`src/rtl/sram_responder.sv`:
```
`default_nettype none
// ============================================================================
//  Module      : sram_responder
//  Description : Memory responder between a datapath controller and an
//                asynchronous 16-bit SRAM. It also decodes one address as
//                memory-mapped I/O: reads there return the board switches,
//                and writes there load the hex display register.
//                Each request completes with exactly one R pulse. The
//                controller must drop its request before the next one is
//                accepted.
//  Ports       : clk, reset_n (async, active-low)
//                mem_read/mem_write/MAR/MDR  - request from control
//                MDR_In/R                    - read data and ready pulse
//                switches/hex_out            - MMIO input and display register
//                sram_*                      - SRAM address, data, tristate
//                                              enable and active-low strobes
//  Revision    : 1.0 - initial release
// ============================================================================
module sram_responder #(
    parameter int          WAIT_CYCLES = 2,        // 1..15 strobe-active cycles
    parameter logic [15:0] MMIO_ADDR   = 16'hFFFF
) (
    input  logic        clk,
    input  logic        reset_n,
    input  logic        mem_read,
    input  logic        mem_write,
    input  logic [15:0] MAR,
    input  logic [15:0] MDR,
    output logic [15:0] MDR_In,
    output logic        R,
    input  logic [15:0] switches,
    output logic [15:0] hex_out,
    output logic [19:0] sram_addr,
    output logic [15:0] sram_dq_out,
    output logic        sram_dq_oe,
    input  logic [15:0] sram_dq_in,
    output logic        sram_ce_n,
    output logic        sram_oe_n,
    output logic        sram_we_n,
    output logic        sram_ub_n,
    output logic        sram_lb_n
);

    typedef enum logic [2:0] {
        S_IDLE    = 3'd0,
        S_SETUP   = 3'd1,
        S_ACCESS  = 3'd2,
        S_DONE    = 3'd3,
        S_RELEASE = 3'd4
    } state_t;

    // The counter is loaded on entry to ACCESS and reaches zero in the
    // last ACCESS cycle, so ACCESS lasts exactly WAIT_CYCLES cycles.
    localparam logic [3:0] c_CNT_INIT = 4'(WAIT_CYCLES - 1);

    state_t      r_state;
    state_t      w_next;
    logic        r_is_write;
    logic [15:0] r_addr;
    logic [15:0] r_wdata;
    logic [3:0]  r_cnt;
    logic [15:0] r_mdr_in;
    logic [15:0] r_hex;

    logic        w_req;
    logic        w_mmio;
    logic        w_last;

    assign w_req  = mem_read | mem_write;
    assign w_mmio = (MAR == MMIO_ADDR);
    assign w_last = (r_cnt == 4'd0);

    // ------------------------------------------------------------------
    // State register
    // ------------------------------------------------------------------
    always_ff @(posedge clk or negedge reset_n) begin
        if (!reset_n) begin
            r_state <= S_IDLE;
        end else begin
            r_state <= w_next;
        end
    end

    // ------------------------------------------------------------------
    // Next state and strobes. Strobes decode from registered state, so an
    // asynchronous reset releases them immediately.
    // ------------------------------------------------------------------
    always_comb begin
        w_next     = r_state;
        R          = 1'b0;
        sram_ce_n  = 1'b1;
        sram_oe_n  = 1'b1;
        sram_we_n  = 1'b1;
        sram_ub_n  = 1'b1;
        sram_lb_n  = 1'b1;
        sram_dq_oe = 1'b0;
        case (r_state)
            S_IDLE: begin
                if (w_req) begin
                    w_next = w_mmio ? S_DONE : S_SETUP;
                end
            end
            S_SETUP: begin
                sram_ce_n  = 1'b0;
                sram_ub_n  = 1'b0;
                sram_lb_n  = 1'b0;
                sram_dq_oe = r_is_write;
                w_next     = S_ACCESS;
            end
            S_ACCESS: begin
                sram_ce_n  = 1'b0;
                sram_ub_n  = 1'b0;
                sram_lb_n  = 1'b0;
                sram_oe_n  = r_is_write;
                sram_we_n  = ~r_is_write;
                sram_dq_oe = r_is_write;
                if (w_last) begin
                    w_next = S_DONE;
                end
            end
            S_DONE: begin
                R      = 1'b1;
                w_next = S_RELEASE;
            end
            S_RELEASE: begin
                // Wait for the controller to drop the request so that a
                // held request is served only once.
                if (!w_req) begin
                    w_next = S_IDLE;
                end
            end
            default: begin
                w_next = S_IDLE;
            end
        endcase
    end

    // ------------------------------------------------------------------
    // Request latch, wait counter, read data and display register
    // ------------------------------------------------------------------
    always_ff @(posedge clk or negedge reset_n) begin
        if (!reset_n) begin
            r_is_write <= 1'b0;
            r_addr     <= 16'h0000;
            r_wdata    <= 16'h0000;
            r_cnt      <= 4'd0;
            r_mdr_in   <= 16'h0000;
            r_hex      <= 16'h0000;
        end else begin
            case (r_state)
                S_IDLE: begin
                    if (w_req) begin
                        // Write wins when both requests are high.
                        r_is_write <= mem_write;
                        r_addr     <= MAR;
                        r_wdata    <= MDR;
                        if (w_mmio) begin
                            if (mem_write) begin
                                r_hex <= MDR;
                            end else begin
                                r_mdr_in <= switches;
                            end
                        end
                    end
                end
                S_SETUP: begin
                    r_cnt <= c_CNT_INIT;
                end
                S_ACCESS: begin
                    if (!w_last) begin
                        r_cnt <= r_cnt - 4'd1;
                    end else if (!r_is_write) begin
                        r_mdr_in <= sram_dq_in;
                    end
                end
                default: begin
                end
            endcase
        end
    end

    assign MDR_In      = r_mdr_in;
    assign hex_out     = r_hex;
    assign sram_addr   = {4'b0000, r_addr};
    assign sram_dq_out = r_wdata;

endmodule
`default_nettype wire
```
`config.mk`:
```
export PLATFORM = sky130hd
export DESIGN_NAME = sram_responder
export DESIGN_NICKNAME = d
export VERILOG_FILES = /design/src/rtl/sram_responder.sv
export SDC_FILE = /design/constraint.sdc
export NUM_CORES = 1
export LEC_CHECK = 0
export BUFFER_PORTS_ARGS = -buffer_cell sky130_fd_sc_hd__buf_2
export CAP_MARGIN = 40
export CELL_PAD_IN_SITES_DETAIL_PLACEMENT = 2
export CELL_PAD_IN_SITES_GLOBAL_PLACEMENT = 2
export CORE_AREA = 8 8 110 112
export CTS_CLUSTER_DIAMETER = 40
export DETAILED_ROUTE_END_ITERATION = 8
export DIE_AREA = 0 0 118 120
export PLACE_DENSITY = 0.85
export REMOVE_ABC_BUFFERS = 1
export SETUP_SLACK_MARGIN = 0.1
export SYNTH_ARGS = -nofsm -noshare
export SYNTH_HDL_FRONTEND = slang
export SYNTH_SLANG_ARGS = --single-unit
```
`constraint.sdc`:
```
create_clock -name clk -period 5.5 [get_ports clk]
set_input_delay 1.1 -clock clk [delete_from_list [all_inputs] [get_ports clk]]
set_output_delay 1.1 -clock clk [all_outputs]
set_load 0.02 [all_outputs]
```
# Yosys cells after proc, flatten, opt, wreduce, memory -nomap -nowiden
# Cells that the tools add are included.
# word_totals
mem_bits_ro	0
elab_cells	50
inputBits	68
latch_bits	0
memories	0
mem_bits_rw	0
register_bits	72
# op_classes
add_sub_neg	1
n_bitwise	2
reduce_logical	10
mux	18
n_shift	0
magnitude_cmp	0
eq_ne	12
div_mod_pow	0
multipliers	0
# ops
operator	n
$mux W16	5
$pmux W16 S2	1
$eq A16 B16 Y1 const B	1
$pmux W3 S5	1
$ne A2 B2 Y1 const B	7
$mux W3	3
$pmux W4 S2	1
$eq A3 B2 Y1 const B	2
$reduce_and A6 Y1	1
$mux W1	5
$logic_not A4 Y1	1
$mux W4	1
$reduce_and A2 Y1	2
$reduce_and A4 Y1	1
$reduce_bool A2 Y1	2
$sub A4 B1 Y4 const B	1
$eq A3 B1 Y1 const B	1
$eq A3 B3 Y1 const B	1
$logic_not A3 Y1	1
$reduce_and A3 Y1	1
$mux W2	1
$reduce_or A2 Y1	1
$not A1 Y1	1
$or A1 B1 Y1	1

# Depth between registers and ports, before layout
# Gate-level depths: netlist of run 1.
# depth
depth_word	4
ltp_mapped	8
mapped_depth_nobuf	6

# Worst setup path after synthesis of run 1
# OpenSTA, ideal clock, no wires.
# synth_timing
path_type	input-to-reg
start	input port MAR[14]
end	register r_hex[10], in the netlist hex_out[10]
t_required_ps	5375
t_arrival_ps	2576
path_stages	7
n_path_buf	3
slack_ps	2799
setup_time_ps	125
cell_sequence	nand4_1 or3_1 buf_2 or3_1 buf_6 buf_12 mux2_4
# synth_between
elab_chain_cells	2
# synth_rtl
element	line	text
start, declared	27	input logic [15:0] MAR,
$eq A16 B16 Y1	70	assign w_mmio = (MAR == MMIO_ADDR);
$reduce_and A4 Y1 (no source line)	-	
end signal, assigned	148	r_hex <= 16'h0000;
end signal, assigned	159	r_hex <= MDR;
end, declared	63	logic [15:0] r_hex;
# No other way between the ends.
# A chain may end at the register's enable or synchronous reset.

# Final worst setup path of run 1
# layout_timing
start	input port MAR[14]
end	register r_hex[14], in the netlist hex_out[14]
# Same word-level chain as after synthesis.

==> results, run 1 <==
- Data on the critical path arrives at its endpoint at 3240 ps.
- The final worst-path setup slack is ~2500 ps.
- Leaving out fill and tap cells, the most frequent cell in the layout is buf_2.
- Power spread over the standard cell area amounts to between 500 and 600 mW/mm^2.
- At the later pin of the worst-skew pair, clock insertion delay measures 340 ps.
- The routed metal-1 wirelength is ~3800 um.
- The share of the clock period used by the worst path after layout is 0.548.
- Setup violations remaining at the end of the flow were counted as 0.
- The worst setup skew after layout is 10.7 ps.
- The share of total power dissipated in sequential elements is 0.358.
- TritonCTS built the clock tree.
- The family of cells with the greatest summed delay on the critical path is simple AND/OR/NAND/NOR gates.
- The standard cell with the maximum stage delay on the critical path is or3_1.
- The core area is 0.0105 mm^2.
- The number of synthesis warnings is 0.
- After clock tree synthesis, the repair step resized 0 gates.
- The worst setup path is launched from a primary input.
- Wire segments on met2 add up to 4980 um in the final route.
- After clock tree synthesis, the setup repair step added 0 buffers.
- Walking the worst path, the cells encountered are buf_2 -> nand4_1 -> or3_1 -> or3_1 -> mux2_4.
- After synthesis the netlist holds a flip-flop and latch count of 72.
- The tool flagged a number of max-cap violations equal to 0.
- The measured slew at the worst slew-check pin is 880 ps.
- The maximum fanout along the worst path is 18.
- The remaining antenna violation count after routing is 0.
- The number of endpoints with negative hold slack in the final report is 0.
- The post-place instance area is 0.00405 mm^2.
- The initial utilization of the core area, before any placement, comes to 0.309.
- The critical path's most frequent cell is or3_1.
- The kind of end point of the critical path is a flop.
- On the worst path, the slowest cell contributes a delay of 800 ps.
- The clock share of power is 0.182.
- The analysis attributes to cell leakage a power of 2.07 nW.
- Detailed routing placed a total of 959 um of wire on met3.
- The routed length per instance is 18.8 um.
- The final wirelength is 9830 um.
- For this run, the total global-route usage over all layers was measured as 0.141.
- Setup repair after global routing left no endpoint under its margin.
- The highest metal layer used by the detailed router is met5.
- The time the worst path needs with I/O delays and setup is between 3000 and 4000 ps.
- The full die area is about 0.014 mm^2.
- The routability congestion estimate from global placement is 0.688.
- The via count of the first global-routing pass is approximately 3000.
- The final non-filler cell area is 0.00426 mm^2.
- For this run, design rule violations remaining after detail routing come to 0.
- Measured along the y axis, the die boundary spans 120 um.
- After detailed routing, the number of vias per cell comes to 4.82.
- Summed over all layers, the global routing overflow is 0.
- The placed wire-length estimate after detailed placement is 7640 um.
- Averaged over all synthesized cells, the footprint is 13.2 um^2.
- The share of final-layout standard cells stronger than drive strength 1 is 0.544.
- During I/O placement, the number of pins put on the boundary was approximately 140.
- The data required time at the worst endpoint is 5720 ps.
- The run finished with clean final reports.
- The worst-case IR drop observed on VDD is 0.197 mV.
- Counting distinct cell types in the post-synthesis netlist gives 35.
- The H-tree generated during clock tree synthesis spans 3 levels.
- After routing, the total negative slack on setup checks comes to 0 ps.
- The first-pass iteration count of the detailed router is 3.
- The class of the most critical hold timing path is flop to flop.
- From synthesis to final layout, the design area changed by 31.1%.
- The clock tree root buffer cell is clkbuf_8.
- In the layout the commonest cells are buf_2 (137), dfrtp_1 (72), mux2_2 (38).
- The fraction of power spent switching nets is 0.408.
- The worst pin sits at a relative slew slack of 0.409.
- The wire length of the first global-routing pass is 16100 um.
- The initial antenna violation count was 1.
- Prior to clock tree synthesis, the placed netlist has a worst setup slack of 2080 ps.
- The detailed router finished its first iteration with 60 violations.
- The number of clock sinks seen by CTS is 72.
- The number of placement rows is 38.
- The number of buffers inserted for hold repair after clock tree synthesis is 0.
- Synthesis produced 246 cells.
- The number of vias after detailed routing is 2527.
- The count of nets after finishing is 449.
- Entering global routing, the biggest net connects 38 pins.
- The die outline width is around 120 um.
- 0 antenna diodes ended up in the layout.
- The critical path in this run is classified as primary input to flop.
- The power share of the combinational group is 0.460.
- Summing every instance area after synthesis gives between 0.003 and 0.004 mm^2.
- The worst path buffer plus inverter count is 1.
- The fraction of the yosys area taken by sequential cells is 0.555.
- The number of max-slew violations in the final report is 0.
- The number of CTS-inserted buffers is 9.
- Based on the critical path, the design can be clocked at up to roughly 330 MHz.
- The analysis attributes to net switching a power of 0.000963 W.
- The clock passes through at most 2 buffers.
- The register clock-pin slew on the reported worst setup and hold paths is 80 ps.
- The internal portion of total power is 0.00140 W.
- Port buffering added 138 buffers.
stage by stage:
| stage | power, W | instances | util | hold slack [ps] |
|---|---|---|---|---|
| 2_1_floorplan | 0.00154 | 226 | - | 464 |
| 3_3_place_gp | 0.00188 | 506 | 0.381 | 484 |
| 3_5_place_dp | 0.00196 | 508 | 0.386 | 490 |
| 4_1_cts | 0.00241 | 524 | 0.405 | 511 |
| 5_1_grt | 0.00251 | 524 | 0.405 | 523 |
| 6_report | 0.00236 | 524 | 0.405 | 504 |
worst register-to-register path: stages (launching register included):
cell     delay (ps)
dfrtp_1         510
nor3_1          550
nand2_1         160
or3_1           760
mux2_4          440
kinds of logic (layout without fill, tap and decap cells):
| group | Yosys count | count (layout) | synth area share |
|---|---|---|---|
| adder cells (fa/ha/maj) | 2 | 2 | 0.00770 |
| multiplexers | 49 | 49 | 0.181 |
| flip-flops | 72 | 72 | 0.555 |
| AND/OR/NAND/NOR | 53 | 53 | 0.0959 |
| buffers and inverters | 26 | 161 | 0.0489 |
| AO/OA/AOI/OAI | 41 | 41 | 0.105 |
| other | 1 | 4 | 0.00115 |
| XOR/XNOR | 2 | 2 | 0.00539 |
cell type report:
type,instances,area (um^2)
Inverter,3,11.3
Clock buffer,10,138
Sequential cell,72,1800
Clock inverter,6,67.6
Timing Repair Buffer,142,756
Multi-Input combinational cell,151,1310
Fill cell,1116,6250
Tap cell,140,175
synthesized netlist by cell type, drive strengths merged:
master   instances  area share
a21o             2      0.0046
a21oi            3      0.0046
a2bb2oi         16       0.043
and2             1      0.0019
buf             15       0.036
clkbuf           8      0.0092
conb             1      0.0012
dfrtp           72        0.55
ha               2      0.0077
inv              3      0.0035
mux2            48        0.18
mux2i            1      0.0031
nand2            7      0.0081
nand2b          18       0.035
nand3            2      0.0031
nand3b           1      0.0023
nand4            4      0.0077
nor2             6      0.0069
nor3             6      0.0092
nor3b            2      0.0046
nor4             2      0.0085
o21ai            2      0.0031
o22ai            1      0.0039
o31a             1      0.0027
o41ai           16       0.043
or3              2      0.0039
or3b             1      0.0027
or4              1      0.0023
xor2             2      0.0054
routing by layer:
| layer | global-route usage | vias to the layer above |
|---|---|---|
| met5 | 0 | - |
| met4 | 0.0336 | 2 |
| met3 | 0.0695 | 9 |
| met2 | 0.253 | 92 |
| met1 | 0.144 | 1271 |
| li1 | - | 1153 |
registers in the layout, indices dropped and copies added, names as in the netlist:
name	count
hex_out	16
MDR_In	16
sram_dq_out	16
r_cnt	4
r_state	3
r_is_write	1
r_addr	16
power by group through the flow:
stage | Sequential, W | Combinational (W) | Clock (W)
finish | 0.000845 | 0.00108 | 0.000429
CTS | 0.000850 | 0.00111 | 0.000446
global placement | 0.000840 | 0.00104 | 0
floorplan | 0.00107 | 0.000468 | 0
detailed placement | 0.000858 | 0.00111 | 0
global route | 0.000874 | 0.00117 | 0.000466
path summary, 6_finish.rpt:
check	startpoint	end	slack, ps	cells after the start
hold / removal	sram_dq_out[10]	sram_dq_out[10]	500	1
hold reg to reg	sram_dq_out[10]	sram_dq_out[10]	500	1
setup reg to reg	r_state[0]	hex_out[14]	2960	4
min in group asynchronous	reset_n	sram_dq_out[7]	710	1
max in group asynchronous	reset_n	MDR_In[2]	4220	2
setup / recovery	MAR[14]	hex_out[14]	2490	5
Power figures use the tool's default switching activity.
==> run 2, diff against run 1 <==
--- a/config.mk
+++ b/config.mk
@@ -9,11 +9,11 @@
 export CAP_MARGIN = 40
 export CELL_PAD_IN_SITES_DETAIL_PLACEMENT = 2
 export CELL_PAD_IN_SITES_GLOBAL_PLACEMENT = 2
-export CORE_AREA = 8 8 110 112
+export CORE_AREA = 8 8 121 123
 export CTS_CLUSTER_DIAMETER = 40
 export DETAILED_ROUTE_END_ITERATION = 8
-export DIE_AREA = 0 0 118 120
-export PLACE_DENSITY = 0.85
+export DIE_AREA = 0 0 129 131
+export PLACE_DENSITY = 0.75
 export REMOVE_ABC_BUFFERS = 1
 export SETUP_SLACK_MARGIN = 0.1
 export SYNTH_ARGS = -nofsm -noshare
==> constraint.sdc (replaced) <==
create_clock -name clk -period 2.7 [get_ports clk]
set_input_delay 0.54 -clock clk [delete_from_list [all_inputs] [get_ports clk]]
set_output_delay 0.54 -clock clk [all_outputs]
set_load 0.02 [all_outputs]
==> run 2 against run 1 <==
Effect of this change:
- clock skew decreased by 3.8 ps
- sequential cell count did not move
- worst hold slack got worse by 370 ps
- core utilization fell by 6.0 points
- sequential power increased by 100%
- global-route usage fell by 1.7 points
- setup slack got worse by 2200 ps
- routed wire length up 3.7%
- clock power increased to 2.8 times the previous value
- final cell count grew 7.8%
- register-to-register slack got worse by 2400 ps
- critical path depth down 2
- critical path type is now flop to output port
- critical endpoint is now sram_oe_n
==> results, run 2 (synthesis gave the netlist of run 1 again) <==
- The source-to-sink clock delay at the later pin of the worst-skew pair is 330 ps (about the same).
- The number of max-cap violations was 0 (unchanged).
- The aggregate negative setup slack is 0 ps (unchanged).
- The number of top-level design ports is 143 (unchanged).
- The full die area is 0.0169 mm^2 (+19%).
- The number of placement rows is 42 (+11%).
- The time the worst path needs with I/O delays and setup is between 2000 and 2500 ps.
- The number of filler cells placed in the layout is 1376 (+23%).
- The register clock-pin slew on the reported worst setup and hold paths is 60 ps (-20 ps).
- The type of the setup path with the least slack is flop to output port.
- The final wirelength is 10200 um (+3.7%).
- The library cell used most frequently in the layout, excluding fill and tap cells, is buf_2.
- The data required time at the worst endpoint is 2160 ps (-3560 ps).
- Timing would allow up to 422 MHz.
- The core area is 0.0129 mm^2 (+23%).
- The placed wire-length estimate after detailed placement is 7960 um (+4.1%).
- The worst setup skew after layout is 6.91 ps (-3.80 ps).
- The first-pass iteration count of the detailed router came to 4 (+1).
- The relative area change from synthesis to final layout is 36.8%.
- The worst voltage drop across the vdd grid was 0.464 mV (+140%).
- The share of final-layout standard cells stronger than drive strength 1 is 0.548 (+0.00329).
- The data arrival time of the critical path is 1830 ps (-1410 ps).
- The number of buffers on the longest clock path came to 2 (unchanged).
- The relative slew slack came to 0.581 (+0.172).
- The number of buffers inserted for hold repair after clock tree synthesis is 0 (unchanged).
- The DRC violation count after routing is 0 (unchanged).
- The post-place instance area was 0.00414 mm^2 (+2.2%).
- The average vias per placed instance came to 4.54 (-5.9%).
- The number of CTS-inserted buffers is 9 (unchanged).
- The leakage dissipation came to 2.15 nW (+3.6%).
- The routability congestion estimate from global placement is 0.723 (+5.1%).
- The number of clock sinks seen by CTS was 72 (unchanged).
- The class of the most critical hold timing path is primary input to async pin.
- STA classifies the critical path endpoint as an output port.
- The measured slew at the worst slew-check pin is 627 ps (-253 ps).
- The die boundary height is 131 um (+9.2%).
- The number of max-slew violations in the final report is 0 (unchanged).
- The effective utilization at floorplan is 0.252 (-0.0568).
- The flow ran to the end, and the final reports show no timing, DRC or antenna violations.
- The pin count of the biggest net entering global routing is 45 (+18%).
- The share of the clock period used by the worst path after layout is 0.879.
- The iteration-0 DRC count of the detailed router was 40 (-33%).
- The post-CTS resize count came to 0 (unchanged).
- Setup repair after global routing left no endpoint under its margin.
- The remaining antenna violation count after routing was 0 (unchanged).
- The clock tree from TritonCTS is built.
- The port buffer count is 138 (unchanged).
- The power density over the cells is 1160 mW/mm^2 (+110%).
- The wire length of the first global-routing pass is 16200 um (+0.81%).
- The initial antenna violation count is 0 (-1).
- The clock tree root buffer cell is clkbuf_16.
- The count of nets after finishing is 454 (+1.1%).
- The final non-filler cell area is 0.00444 mm^2 (+4.3%).
- The number of vias after detailed routing is 2564 (+1.5%).
- The maximum fanout along the worst path is 10 (-8).
- The routed length per instance came to 18.0 um (-3.9%).
- The startpoint type of the worst setup path is a flop.
- The number of failing setup endpoints in the final timing report came to 0 (unchanged).
- The number of antenna cells inserted is 0 (unchanged).
- The number of H-tree levels came to 3 (unchanged).
- The die outline width is 129 um (+9.3%).
- The via count of the first global-routing pass is 3048 (+1.3%).
- The count of buffers added by post-CTS timing repair for setup is 0 (unchanged).
- The number of endpoints with negative hold slack in the final report is 0 (unchanged).
- The global routing usage summed across all routing layers came to 0.124 (-0.0169).
- The residual overflow from global routing came to 0 (unchanged).
- Leaving out fill and tap cells, the most frequent cells in the layout are buf_2 (137), dfrtp_1 (72), mux2_2 (38).
==> run 2: area by class of cell <==
type                    count  area [um^2]  area share
repair buffers            147          801       0.180
well taps                 176          220      0.0496
clock buffers              11          243      0.0546
clock inverters             5         56.3      0.0127
flip-flops and latches     72         1800       0.406
multi-input cells         151         1310       0.295
inverters                   3         11.3     0.00253
==> run 2: worst paths after layout <==
check | from | end | slack (ps) | cells past startpoint
worst max register to register | r_state[2] | MDR_In[14] | 550 | 5
max in group asynchronous | reset_n | r_state[1] | 1980 | 2
worst min-delay path | reset_n | sram_dq_out[2] | 140 | 1
worst min register to register | sram_dq_out[12] | sram_dq_out[12] | 500 | 1
min in group clk | MDR[6] | hex_out[6] | 460 | 2
worst max-delay path | r_state[2] | sram_oe_n | 330 | 3
==> run 2: worst max-delay path: stages (launching register included) <==
cell	delay (ps)
dfrtp_1	520
nor3b_1	590
nand2_1	200
buf_2	200
==> run 2: where the power goes <==
| group | total [W] | internal, W | switching [W] |
|---|---|---|---|
| combinational | 0.00224 | 0.000938 | 0.00130 |
| clock | 0.00119 | 0.000739 | 0.000448 |
| sequential | 0.00172 | 0.00148 | 0.000244 |
==> run 2: metal layers <==
| metal | global-route usage | vias to the layer above | wire, um |
|---|---|---|---|
| li1 | - | 1173 | - |
| met1 | 0.131 | 1283 | 4010 |
| met2 | 0.214 | 96 | 5010 |
| met3 | 0.0540 | 12 | 1020 |
| met4 | 0.0477 | 0 | 155 |
| met5 | 0 | - | 0 |
==> run 2: through the flow <==
stage          utilization  total power [W]  instances  setup slack, ps  hold slack, ps
2_1_floorplan            -          0.00313        226            -21.3             244
3_3_place_gp         0.318          0.00389        547              522             482
3_5_place_dp         0.322          0.00403        549              480             489
4_1_cts              0.345          0.00526        565              271             145
5_1_grt              0.345          0.00547        565              171             164
6_report             0.345          0.00515        565              328             139
==> run 3, diff against run 2 <==
--- a/config.mk
+++ b/config.mk
@@ -9,11 +9,12 @@
 export CAP_MARGIN = 40
 export CELL_PAD_IN_SITES_DETAIL_PLACEMENT = 2
 export CELL_PAD_IN_SITES_GLOBAL_PLACEMENT = 2
-export CORE_AREA = 8 8 121 123
+export CORE_AREA = 8 8 115 117
 export CTS_CLUSTER_DIAMETER = 40
 export DETAILED_ROUTE_END_ITERATION = 8
-export DIE_AREA = 0 0 129 131
-export PLACE_DENSITY = 0.75
+export DIE_AREA = 0 0 123 125
+export HOLD_SLACK_MARGIN = 0.05
+export PLACE_DENSITY = 0.79
 export REMOVE_ABC_BUFFERS = 1
 export SETUP_SLACK_MARGIN = 0.1
 export SYNTH_ARGS = -nofsm -noshare
==> constraint.sdc (replaced) <==
create_clock -name clk -period 2.3 [get_ports clk]
set_input_delay 0.46 -clock clk [delete_from_list [all_inputs] [get_ports clk]]
set_output_delay 0.46 -clock clk [all_outputs]
set_load 0.02 [all_outputs]
==> run 3 against run 2 <==
Effect of this change:
- sequential cell count did not move
- clock power rose by 29%
- first-iteration DRC count rose by 78%
- clock skew fell by 2.9 ps
- setup slack got worse by 47 ps
- global-route usage rose by 1.3 points
- final cell count fell by 4.4%
- total power rose by 21%
- non-clock buffer count rose by 4
- final area rose by 0.48%
- sequential share of layout area fell by 0.19 points
- critical endpoint is now MDR_In[0]
- highest routed layer unchanged
==> results, run 3 (synthesis gave the netlist of run 1 again) <==
- The routability congestion estimate from global placement came to 0.737 (+1.9%).
- Static timing analysis puts the maximum clock frequency at 495 MHz.
- Leaving out fill and tap cells, the most frequent cells in the layout are buf_2 (137), dfrtp_1 (72), mux2_2 (38).
- The final standard cell utilization of the core was 0.384 (+0.0394).
- The wire length of the first global-routing pass came to 16400 um (+1.2%).
- The clock tree root buffer cell is clkbuf_16.
- The register clock-pin slew on the reported worst setup and hold paths is 50 ps (about the same).
- The post-place instance area is 0.00412 mm^2 (-0.51%).
- The count of buffers added by post-CTS timing repair for setup is 0 (unchanged).
- Of the available clock period, the critical path in the final layout requires 0.878.
- The number of max-cap violations is 0 (unchanged).
- The number of failing setup endpoints in the final timing report is 0 (unchanged).
- The initial antenna violation count is 0 (unchanged).
- The maximum fanout along the worst path is 16 (+6).
- The final wirelength was 10400 um (+2.1%).
- The number of placement rows is 40 (-4.8%).
- The library cell used most frequently in the layout, excluding fill and tap cells, is buf_2.
- The sequential share of power is 0.319 (-0.015).
- The startpoint type of the worst setup path is a flop.
- The number of clock sinks seen by CTS was 72 (unchanged).
- The number of CTS-inserted buffers is 9 (unchanged).
- The placed wire-length estimate after detailed placement is 7950 um (about the same).
- The number of antenna cells inserted is 0 (unchanged).
- Setup repair after global routing left no endpoint under its margin.
- The slowest stage of the critical path belongs to the cell dfrtp_1.
- The class of the most critical hold timing path is primary input to async pin.
- The die outline width is 123 um (-4.7%).
- The share of final-layout standard cells stronger than drive strength 1 is 0.560 (+0.0122).
- The number of endpoints with negative hold slack in the final report was 0 (unchanged).
- The number of buffers inserted for hold repair after clock tree synthesis is 0 (unchanged).
- The number of buffers on the longest clock path came to 2 (unchanged).
- The source-to-sink clock delay at the later pin of the worst-skew pair came to 330 ps (about the same).
- The first-pass iteration count of the detailed router is 4 (unchanged).
- The worst setup skew after layout was 4.04 ps (-2.87 ps).
- The worst path buffer plus inverter count is 2 (+1).
- The power density over the cells is 1400 mW/mm^2 (+21%).
- The DRC violation count after routing is 0 (unchanged).
- The run finished with clean final reports.
- Among cell families on the critical path, the largest total delay comes from simple AND/OR/NAND/NOR gates.
- The port buffer count is 138 (unchanged).
- The effective utilization at floorplan came to 0.280 (+0.0275).
- Compared with the post-synthesis result, the final layout area differs by 37.4%.
- The data arrival time of the critical path is 2210 ps (+380 ps).
- The global routing usage summed across all routing layers came to 0.137 (+0.0134).
- The routed length per instance came to 19.3 um (+6.8%).
- The via count of the first global-routing pass is 3073 (+0.82%).
- The clock share of power was 0.245 (+0.014).
- The remaining antenna violation count after routing is 0 (unchanged).
- The power spent charging and discharging nets was 0.00237 W (+19%).
- The data required time at the worst endpoint was 2490 ps (+330 ps).
- The clock tree from TritonCTS is built.
- The number of top-level design ports is 143 (unchanged).
- The pin count of the biggest net entering global routing is 40 (-11%).
- The iteration-0 DRC count of the detailed router is 71 (+78%).
- The core area is 0.0116 mm^2 (-9.8%).
- The internal portion of total power is 0.00387 W (+23%).
- The number of max-slew violations in the final report came to 0 (unchanged).
- The full die area was 0.0154 mm^2 (-9.0%).
- The leakage dissipation is 2.18 nW (+1.7%).
- The critical path goes through inv_1 -> ha_1 -> or3b_1 -> and2_2 -> nor4_4 -> buf_6 -> a2bb2oi_1.
- The die boundary height came to 125 um (-4.6%).
- The number of H-tree levels came to 3 (unchanged).
- The count of nets after finishing was 458 (+0.88%).
- The overall power came to 0.00624 W (+21%).
- The kind of end point of the critical path is a flop.
- The fraction of power spent switching nets is 0.380 (-0.00782).
- The residual overflow from global routing is 0 (unchanged).
- The final non-filler cell area came to 0.00446 mm^2 (+0.48%).
- The average vias per placed instance was 4.74 (+4.5%).
- The highest cell delay on the worst timing path is 410 ps (-180 ps).
- The number of vias after detailed routing was 2562 (-0.078%).
- The power share of the combinational group is 0.436 (about the same).
- The number of filler cells placed in the layout is 1237 (-10%).
- The time the worst path needs with I/O delays and setup is 2020 ps.
- The worst voltage drop across the vdd grid was 0.493 mV (+6.2%).
- The worst setup path is of the flop to flop kind.
==> run 3: metrics by stage <==
step           setup TNS [ps]  worst slack [ps]  hold WS (ps)  std cells
5_1_grt                     0               137           106        540
3_5_place_dp                0               109           458        524
4_1_cts                     0               163          90.6        540
3_3_place_gp                0               216           441        524
6_report                    0               280          87.2        540
2_1_floorplan          -16250              -421           164        226
==> run 3: what timing repair did <==
item                       4_1_cts  5_1_grt
gates resized for setup          1        2
gates cloned                     0        0
setup endpoints to repair        1       16
==> run 3: layout make-up <==
cell class	instances	area, um^2	area share
flip-flops and latches	72	1800	0.404
multi-input cells	151	1320	0.295
repair buffers	151	820	0.184
clock buffers	11	253	0.0566
well taps	147	184	0.0412
clock inverters	5	78.8	0.0177
inverters	3	11.3	0.00252
==> run 3: worst paths after layout <==
check,endpoint,slack [ps],startpoint,cells past startpoint
max,MDR_In[0],280,r_cnt[0],7
min,sram_dq_out[5],90,reset_n,1
max reg2reg,MDR_In[0],280,r_cnt[0],7
min reg2reg,r_addr[13],500,r_addr[13],1
max in group asynchronous,r_addr[0],1620,reset_n,2
min in group clk,hex_out[14],370,MDR[14],2
==> run 3: per-layer routing <==
layer	global-route usage	vias to the layer above	share of wire
li1	-	1170	-
met1	0.148	1290	0.38
met4	0.0446	0	0.013
met2	0.239	90	0.52
met3	0.0527	12	0.089
met5	0	-	0
==> run 3: worst register-to-register path, stage by stage (launching register included) <==
cell	delay [ps]
dfrtp_1	410
inv_1	100
ha_1	140
or3b_1	400
and2_2	290
nor4_4	260
buf_6	210
a2bb2oi_1	90
==> run 3: power groups by stage <==
stage          Clock, W  Combinational, W  Sequential, W
4_1_cts         0.00159           0.00278        0.00201
3_5_place_dp          0           0.00276        0.00202
6_report        0.00153           0.00272        0.00199
3_3_place_gp          0           0.00267        0.00198
2_1_floorplan         0           0.00112        0.00256
5_1_grt         0.00163           0.00296        0.00206
